$ cat config.mk
export PLATFORM = sky130hd
export DESIGN_NAME = clock_period_meter
export DESIGN_NICKNAME = d
export VERILOG_FILES = /design/src/rtl/clock_period_meter_pkg.sv /design/src/rtl/clock_period_meter_sync_edge_detect.sv /design/src/rtl/clock_period_meter.sv
export SDC_FILE = /design/constraint.sdc
export NUM_CORES = 1
export LEC_CHECK = 0
export CORE_ASPECT_RATIO = 0.6
export CORE_UTILIZATION = 45
export DETAILED_ROUTE_END_ITERATION = 7
export GPL_TIMING_DRIVEN = 0
export PLACE_DENSITY = 0.8
export SLEW_MARGIN = 25
export SYNTH_ARGS = -nofsm -noshare
export SYNTH_HDL_FRONTEND = slang
export SYNTH_SLANG_ARGS = --single-unit
$ cat constraint.sdc
create_clock -name clock_in -period 2.1 [get_ports clock_in]
set_clock_uncertainty 0.15 [all_clocks]
set_input_delay 0.63 -clock clock_in [delete_from_list [all_inputs] [get_ports clock_in]]
set_output_delay 0.63 -clock clock_in [all_outputs]
set_load 0.02 [all_outputs]
$ cat src/rtl/clock_period_meter_pkg.sv
// Shared types and defaults for the clock period meter.
package clock_period_meter_pkg;

  typedef enum logic {
    IDLE    = 1'b0,
    MEASURE = 1'b1
  } state_t;

  localparam int          DEFAULT_WIDTH   = 28;
  localparam logic [27:0] DEFAULT_TIMEOUT = 28'd200000;

endpackage

$ cat src/rtl/clock_period_meter_sync_edge_detect.sv
// Two-flop synchronizer plus history flop; reports the synchronized level
// and a one-cycle pulse on its rising edge.
module clock_period_meter_sync_edge_detect (
  input  logic clock_in,
  input  logic reset,
  input  logic sig_in,
  output logic level,
  output logic rise
);

  logic s1;
  logic s2;
  logic s3;

  always_ff @(posedge clock_in) begin
    if (reset) begin
      s1 <= 1'b0;
      s2 <= 1'b0;
      s3 <= 1'b0;
    end else begin
      s1 <= sig_in;
      s2 <= s1;
      s3 <= s2;
    end
  end

  assign level = s2;
  assign rise  = s2 & ~s3;

endmodule

$ cat src/rtl/clock_period_meter.sv
// Measures period and high time of a slow asynchronous square wave in clock_in cycles.
// High-time measurement is built only when CLOCK_PERIOD_METER_DUTY_EN is defined.
//
// state   | meaning
// IDLE    | waiting for the first rising edge to arm the counters
// MEASURE | counting since the last rising edge; next edge reports a result
module clock_period_meter
  import clock_period_meter_pkg::*;
#(
  parameter int               WIDTH   = DEFAULT_WIDTH,
  parameter logic [WIDTH-1:0] TIMEOUT = WIDTH'(DEFAULT_TIMEOUT)
) (
  input  logic             clock_in,
  input  logic             reset,
  input  logic             sig_in,
  output logic [WIDTH-1:0] period_out,
  output logic [WIDTH-1:0] high_out,
  output logic             valid,
  output logic             timeout
);

  state_t           state;
  state_t           state_next;
  logic [WIDTH-1:0] cnt;
  logic [WIDTH-1:0] cnt_next;
  logic [WIDTH-1:0] period_next;
  logic             valid_next;
  logic             timeout_next;
  logic             level;
  logic             rise;
  logic             arm;
  logic             load;
  logic             abandon;
  logic             count;

  clock_period_meter_sync_edge_detect u_sync (
    .clock_in (clock_in),
    .reset    (reset),
    .sig_in   (sig_in),
    .level    (level),
    .rise     (rise)
  );

  always_ff @(posedge clock_in) begin
    if (reset) begin
      state      <= IDLE;
      cnt        <= '0;
      period_out <= '0;
      valid      <= 1'b0;
      timeout    <= 1'b0;
    end else begin
      state      <= state_next;
      cnt        <= cnt_next;
      period_out <= period_next;
      valid      <= valid_next;
      timeout    <= timeout_next;
    end
  end

  // A rising edge is checked before the timeout compare, so an edge landing
  // on the terminal count still yields a valid measurement.
  always_comb begin
    state_next   = state;
    cnt_next     = cnt;
    period_next  = period_out;
    valid_next   = 1'b0;
    timeout_next = timeout;
    arm          = 1'b0;
    load         = 1'b0;
    abandon      = 1'b0;
    count        = 1'b0;
    case (state)
      IDLE: begin
        if (rise) begin
          arm        = 1'b1;
          cnt_next   = WIDTH'(1);
          state_next = MEASURE;
        end
      end
      MEASURE: begin
        if (rise) begin
          load         = 1'b1;
          period_next  = cnt;
          valid_next   = 1'b1;
          timeout_next = 1'b0;
          cnt_next     = WIDTH'(1);
        end else if (cnt == TIMEOUT) begin
          abandon      = 1'b1;
          timeout_next = 1'b1;
          period_next  = '0;
          state_next   = IDLE;
        end else begin
          count    = 1'b1;
          cnt_next = cnt + WIDTH'(1);
        end
      end
      default: state_next = IDLE;
    endcase
  end

`ifdef CLOCK_PERIOD_METER_DUTY_EN
  logic [WIDTH-1:0] high_cnt;

  always_ff @(posedge clock_in) begin
    if (reset) begin
      high_cnt <= '0;
      high_out <= '0;
    end else begin
      if (arm || load) begin
        high_cnt <= WIDTH'(1);
      end else if (count) begin
        high_cnt <= high_cnt + WIDTH'(level);
      end
      if (load) begin
        high_out <= high_cnt;
      end else if (abandon) begin
        high_out <= '0;
      end
    end
  end
`else
  logic [3:0] unused_duty;

  assign unused_duty = {level, arm, load, count};
  assign high_out    = '0;
`endif

endmodule

==> summary.txt, run 1 <==
Logic synthesis
  – Syn Inst Count: around 280
  – Synth area leaders: dfxtp_1 (46%), buf_4 (7.7%), a22o_1 (6.4%)
  – Area leader, netlist: dfxtp_1
  – Cell area after synthesis: between 2000 and 3000 um2
  – Post-synthesis area per instance: 9.87 um2
  – Syn. warnings: 0
  – Top-area cell type share of the netlist area: 45.6%
  – Register area share after synthesis: a little under half
  – Distinct cells, synth: 40
  – Seq cells post-synth: 62

Setup path
  – Stages on worst setup path: 1
  – Crit path required time: 1.32 ns
  – Max stage delay on crit path: 0.60 ns
  – Reg2reg path depth: 8
  – Critical Path End Type: output pin
  – CP bufs+invs: 1
  – Slowest stage cell, crit path: clkdlybuf4s50_1
  – Crit path max-delay family: buffers and inverters
  – Worst path arrival time: 1.29 ns
  – CP Class: register to output pin
  – Worst-path fanout max: 2
  – CP Cell Sequence: clkdlybuf4s50_1
  – Critical Path Start Type: register

Cells and area
  – N_diodes: 0
  – Commonest non-fill, non-tap cell in the layout: dfxtp_1
  – Final #Nets: 360
  – Fill cells: 494
  – Most frequent cells in the layout: dfxtp_1 (60), buf_4 (38), nor2_1 (28), conb_1 (28), a22o_1 (20)
  – Area grow syn2layout: 31.8%
  – Share of layout cells above drive strength 1: 23.9%

Timing
  – Fmax: 484 MHz
  – Final hold slack: 0.290 ns
  – Relative slew slack: approximately 64%
  – Final slew viol count: 0
  – Slew @ Worst Pin: 0.535 ns
  – Final Cycle Share: 98.4%
  – Final setup viols: 0
  – Hold Vio Cnt, Final: 0
  – Tmin final: 2.07 ns

Power
  – P_leak: about 1.7 nW
  – Total chip power: 2.42 mW
  – Power per Cell Area: a little under 700 nW/um2
  – Worst vdd ir: 0.000368 V

GRT
  – Overall Global Routing Usage: 20.7%
  – GRT overflow: 0
  – Initial antenna violation count: 0
  – Largest net degree at the start of global routing: 11
  – Vias in the first global route: 2087
  – First-pass GRT wire length: 10.0 mm

Drt
  – DRC viols: 0
  – Number of DRC markers in iteration 0: about 130
  – Vias: 2212
  – Antenna Nets Post-Route: 0
  – Met2 routed WL: 2.64 mm
  – Routed wire length: 6.10 mm
  – DRT Pass-1 Iters: 4
  – Top Layer Used: met4
  – Routed len/inst: 13.9 um
  – Met3 WL: between 300 and 400 um
  – Met1 WL: slightly above 3 mm
  – Avg Vias per Cell: 5.03

Floorplanning
  – Io pins: 61
  – Chip Height: 62.3 um
  – Die area: 6380 um2
  – Area of the core: 5700 um2
  – Rows: 21
  – Die W: about 100 um
  – Starting Density: 47.8%

Clock tree
  – CTS tree: yes
  – # H-tree levels: 3
  – Clock sinks: just over 60
  – Clock slew at reported path FFs: roughly 0.060 ns
  – Clock root buffer: clkbuf_8
  – Hold_buf cts: 0
  – Insertion delay to the later sink of the worst-skew pair: 0.35 ns
  – CTS max path bufs: 2
  – TritonCTS buffer count: 9

Status
  – Status: complete, no violations

Placement
  – I/O Buffers: 31
  – DP HPWL: 4.27 mm
  – Placer Congestion: 0.892

Hold path
  – Worst Hold Class: register to register
  – Worst hold stages: 1

Flow run
  – MaxCap Viol Count: 0
==> flip-flops by register name, summed over array words and instances (netlist names) <==
name / flops
cnt: 28
period_out: 28
state: 1
timeout: 1
u_sync.level: 1
u_sync.s1: 1
u_sync.s3: 1
valid: 1
==> worst paths after layout <==
path / end / startpoint / slack, ns
worst min-delay path: u_sync.level / u_sync.s1 / 0.29
worst max-delay path: period_out[25] / period_out[25] / 0.03
worst min register to register: u_sync.level / u_sync.s1 / 0.29
worst max register to register: period_out[17] / cnt[1] / 0.07
==> repair_timing <==
action,4_1_cts,5_1_grt
cloned,0,0
setup endpoints to repair,37,48
pin swaps,4,3
setup buffers,8,2
resized for setup,4,23
==> report_power, final <==
group          internal, mW  switching [mW]
combinational        0.0713           0.114
clock                 0.606           0.442
sequential             1.18         0.00574
==> per-stage QoR <==
stage | setup slack (ns) | instance area, um2 | util, % | instances | TNS [ns]
after floorplan | 0.137 | 2830 | - | 303 | 0
after global placement | -0.250 | 3240 | 56.7 | 414 | -5.87
after detailed placement | -0.261 | 3240 | 56.7 | 414 | -6.16
after CTS | 0.00106 | 3510 | 61.6 | 438 | 0
after global routing | -0.0265 | 3590 | 63.0 | 440 | -0.216
final | 0.0332 | 3590 | 63.0 | 440 | 0
==> logic make-up (layout without fill, tap and decap cells) <==
kind of cell	after synthesis	in the layout	synth area share, %
compound gates	50	50	15.2
xor+xnor	21	21	6.75
fa+ha+maj	2	2	0.919
buf+inv	43	100	10.8
flops	62	62	45.6
other cells	1	28	0.138
simple gates	97	97	20.7
==> layout make-up <==
cell class / instances / area, um2 / area share, %
clock buffers: 12 / 155 / 4.32
flip-flops and latches: 62 / 1240 / 34.6
well taps: 80 / 100 / 2.79
plain buffers: 41 / 289 / 8.05
clock inverters: 4 / 45.0 / 1.25
inverters: 2 / 7.51 / 0.209
repair buffers: 41 / 425 / 11.9
multi-input cells: 198 / 1320 / 36.9
==> routing by layer <==
| metal | global-route usage [%] | vias to the layer above |
|---|---|---|
| met1 | 29.4 | 1054 |
| met4 | 7.68 | 0 |
| met3 | 6.98 | 9 |
| met5 | 0 | - |
| met2 | 28.7 | 60 |
| li1 | - | 1089 |
==> cell usage after synthesis (all sizes together) <==
library cell and instances:
nor2b 4, clkbuf 4, a21oi 8, and4 4, ha 2, nand2b 2, nor4 5, conb 1
o22ai 1, nor4b 3, nand2 14, o21bai 1, a22o 28, nor2 29, nor3 3, nand3 9
and3 3, buf 37, xor2 13, a211oi 1, dfxtp 62, o21ai 7, and2 2, nand4 13
xnor2 8, o211ai 4, or3 5, inv 2, or2 1
No activity file was read; power rests on OpenSTA's default activity.
==> run 2: changes to the inputs <==
- ABC_AREA: default -> 1
- GPL_TIMING_DRIVEN: 0 -> default
- PLACE_DENSITY: 0.8 -> 0.78
==> run 2 against run 1 <==
  * First-iteration DRC count grew 57%
  * Register-to-register slack gained 0.05 ns
  * Routed wire length grew 21%
  * Power grew 13%
  * Critical endpoint is now period_out[3]
==> summary.txt, run 2 <==
Cells and area
  – Share of layout cells above drive strength 1: 8.57%
  – Commonest non-fill, non-tap cell in the layout: nand2_1
  – Largest regs: cnt (28), period_out (28)
  – Non-Filler Instances: 612
  – Final #Nets: 528
  – Most frequent cells in the layout: nand2_1 (166), dfxtp_1 (62), nor2_1 (60)
  – N_diodes: 0
  – Area grow syn2layout: 19.6%

Timing
  – Relative slew slack: 65.7%
  – Slew @ Worst Pin: ~0.5 ns
  – Fmax: approximately 490 MHz
  – Final slew viol count: 0
  – Final hold slack: 0.276 ns
  – Final Cycle Share: 98.0%
  – Hold Vio Cnt, Final: 0
  – Tmin final: 2.06 ns
  – RSZ-0062 raised after global routing: no
  – Final setup viols: 0
  – Total negative slack: 0 ns

Logic synthesis
  – Number of synthesized flops with an enable pin: 0
  – Post-synthesis area per instance: 6.56 um2
  – Post-synth top cells: nand2_1 (166), dfxtp_1 (62), nor2_1 (60), nand3_1 (54), inv_1 (38)
  – Asr flop ratio synth: 0%
  – Syn Inst Count: 485
  – Most common cell in the netlist: nand2_1
  – Seq cells post-synth: 62
  – Distinct cells, synth: 26
  – Synth area leaders: dfxtp_1 (39%), nand2_1 (20%), nand3_1 (8.5%)
  – Area leader, netlist: dfxtp_1
  – Top-area cell type share of the netlist area: 39.0%
  – Register area share after synthesis: just under 40%
  – Post-synth top flop: dfxtp_1
  – Cell area after synthesis: 3180 um2
  – Syn. warnings: 0

Power
  – P_int: 2.14 mW
  – Worst vdd ir: 0.000570 V
  – Switch share: 22.0%
  – P_leak: between 1.5 and 2 nW
  – Power per Cell Area: 721 nW/um2
  – Sequential fraction of design power: between 40% and 50%
  – Clock power frac: 51.7%
  – Psw: between 600 and 700 uW
  – Power share of the combinational group: 4.9%

Drt
  – Antenna Nets Post-Route: 0
  – Number of DRC markers in iteration 0: 207
  – Routed len/inst: 12.1 um
  – Avg Vias per Cell: 4.84
  – DRT Pass-1 Iters: 7
  – Vias: approximately 3.0k
  – DRC viols: 0
  – Routed wire length: 7.40 mm

Setup path
  – Slowest stage cell, crit path: clkdlybuf4s50_1
  – Critical Path Start Type: register
  – CP Class: register to output pin
  – Worst-path fanout max: 2
  – Crit path required time: 1.32 ns
  – Critical Path End Type: output pin
  – FF-to-FF End: period_out[16]
  – Crit path max-delay family: buffers and inverters
  – CP Cell Sequence: clkdlybuf4s50_1
  – Worst R2R Start: cnt[0]
  – R2R setup slack: 0.12 ns
  – Reg2reg path depth: 7
  – Worst path arrival time: 1.28 ns
  – Max stage delay on crit path: 0.61 ns
  – CP bufs+invs: 1

Placement
  – Placer Congestion: 0.907
  – I/O Buffers: 32
  – Placed cell count: 599
  – DP HPWL: 5.43 mm

Clock tree
  – Hold_buf cts: 0
  – TritonCTS buffer count: 9
  – Insertion delay to the later sink of the worst-skew pair: ~0.33 ns
  – Clock sinks: slightly above 60
  – CTS tree: yes
  – Clock root buffer: clkbuf_16
  – CTS max path bufs: 2
  – # H-tree levels: 3
  – Clock slew at reported path FFs: 0.05 ns

Hold path
  – Min-Delay Startpoint: u_sync.s1
  – Worst hold stages: 2
  – WHS Endpoint: u_sync.level
  – Worst Hold Class: register to register

GRT
  – Initial antenna violation count: 0
  – Largest net degree at the start of global routing: 31
  – First-pass GRT wire length: 12.3 mm
  – Vias in the first global route: 2542
  – Overall Global Routing Usage: 21.6%
  – GRT overflow: 0

Floorplanning
  – Rows: 23
  – Die W: 111 um
  – Chip Height: 67.1 um
  – Starting Density: 47.1%
  – Die area: 7420 um2
  – Area of the core: 6760 um2
  – Io pins: 61

Flow run
  – MaxCap Viol Count: 0

Status
  – Status: complete, no violations
-- run 2: cell count changes in the layout (fill, tap and decap cells not counted), moves of 9 or more --
cell	delta
o21ai_1	+11
clkbuf_16	+9
nor2_1	+32
clkbuf_8	-10
buf_4	-30
xor2_1	-13
nand3_1	+48
inv_1	+37
a22o_1	-20
nand2_1	+152
dlymetal6s2s_1	-9
clkdlybuf4s50_1	+10
-- run 2: worst max path at each step --
| stage | start | end | slack (ns) | cells after the start |
|---|---|---|---|---|
| after global routing | timeout | timeout | 0.002 | 1 |
| after CTS | period_out[21] | period_out[21] | 0.001 | 1 |
| after detailed placement | reset | period_out[14] | 0.07 | 6 |
| after floorplan | reset | cnt[11] | 0.40 | 5 |
| after global placement | reset | period_out[9] | 0.14 | 6 |
| final | period_out[3] | period_out[3] | 0.04 | 1 |
-- run 2: cell families after synthesis --
kind of cell,synth area share [%]
AND/OR/NAND/NOR,41.7
buffers and inverters,15.1
flip-flops,39.0
AO/OA/AOI/OAI,3.30
adder cells (fa/ha/maj),0.786
other,0.118
-- run 2: per-layer routing --
metal | vias to the layer above | track usage [%] | share of wire (%)
met5 | - | 0 | 0
met4 | 0 | 5.83 | 0.95
met3 | 8 | 8.98 | 7.9
met2 | 107 | 30.5 | 40
met1 | 1313 | 30.1 | 51
li1 | 1533 | - | -
-- run 2: cell type report --
cell class	count	area, um2
inverters	45	169
flip-flops and latches	62	1240
repair buffers	42	438
multi-input cells	363	1570
fillers	624	2960
clock buffers	11	243
clock inverters	2	35.0
well taps	87	109
-- run 2: stage by stage --
| step | setup slack [ns] | area (um2) | utilization, % | power, mW |
|---|---|---|---|---|
| final | 0.0424 | 3810 | 56.3 | 2.74 |
| after global routing | 0.00231 | 3810 | 56.3 | 2.83 |
| after CTS | 0.00142 | 3780 | 55.9 | 2.77 |
| after detailed placement | 0.0687 | 3500 | 51.8 | 1.35 |
| after global placement | 0.138 | 3500 | 51.8 | 1.34 |
| after floorplan | 0.401 | 3280 | - | 1.36 |
-- run 2: repair_timing --
action	CTS	global route
gates resized for setup	0	9
setup buffers	0	0
endpoints found under the setup margin	0	9
-- run 2: power by group through the flow --
stage	Clock (mW)	Combinational [mW]	Sequential [mW]
floorplan	0	0.149	1.21
global placement	0	0.131	1.21
CTS	1.45	0.134	1.19
detailed placement	0	0.133	1.21
global route	1.49	0.147	1.19
finish	1.42	0.135	1.19
==> run 3: changes to the inputs <==
- TNS_END_PERCENT: default -> 20
==> results of run 3 <==
No change in the layout: final DEF, timing and power equal those of run 2.
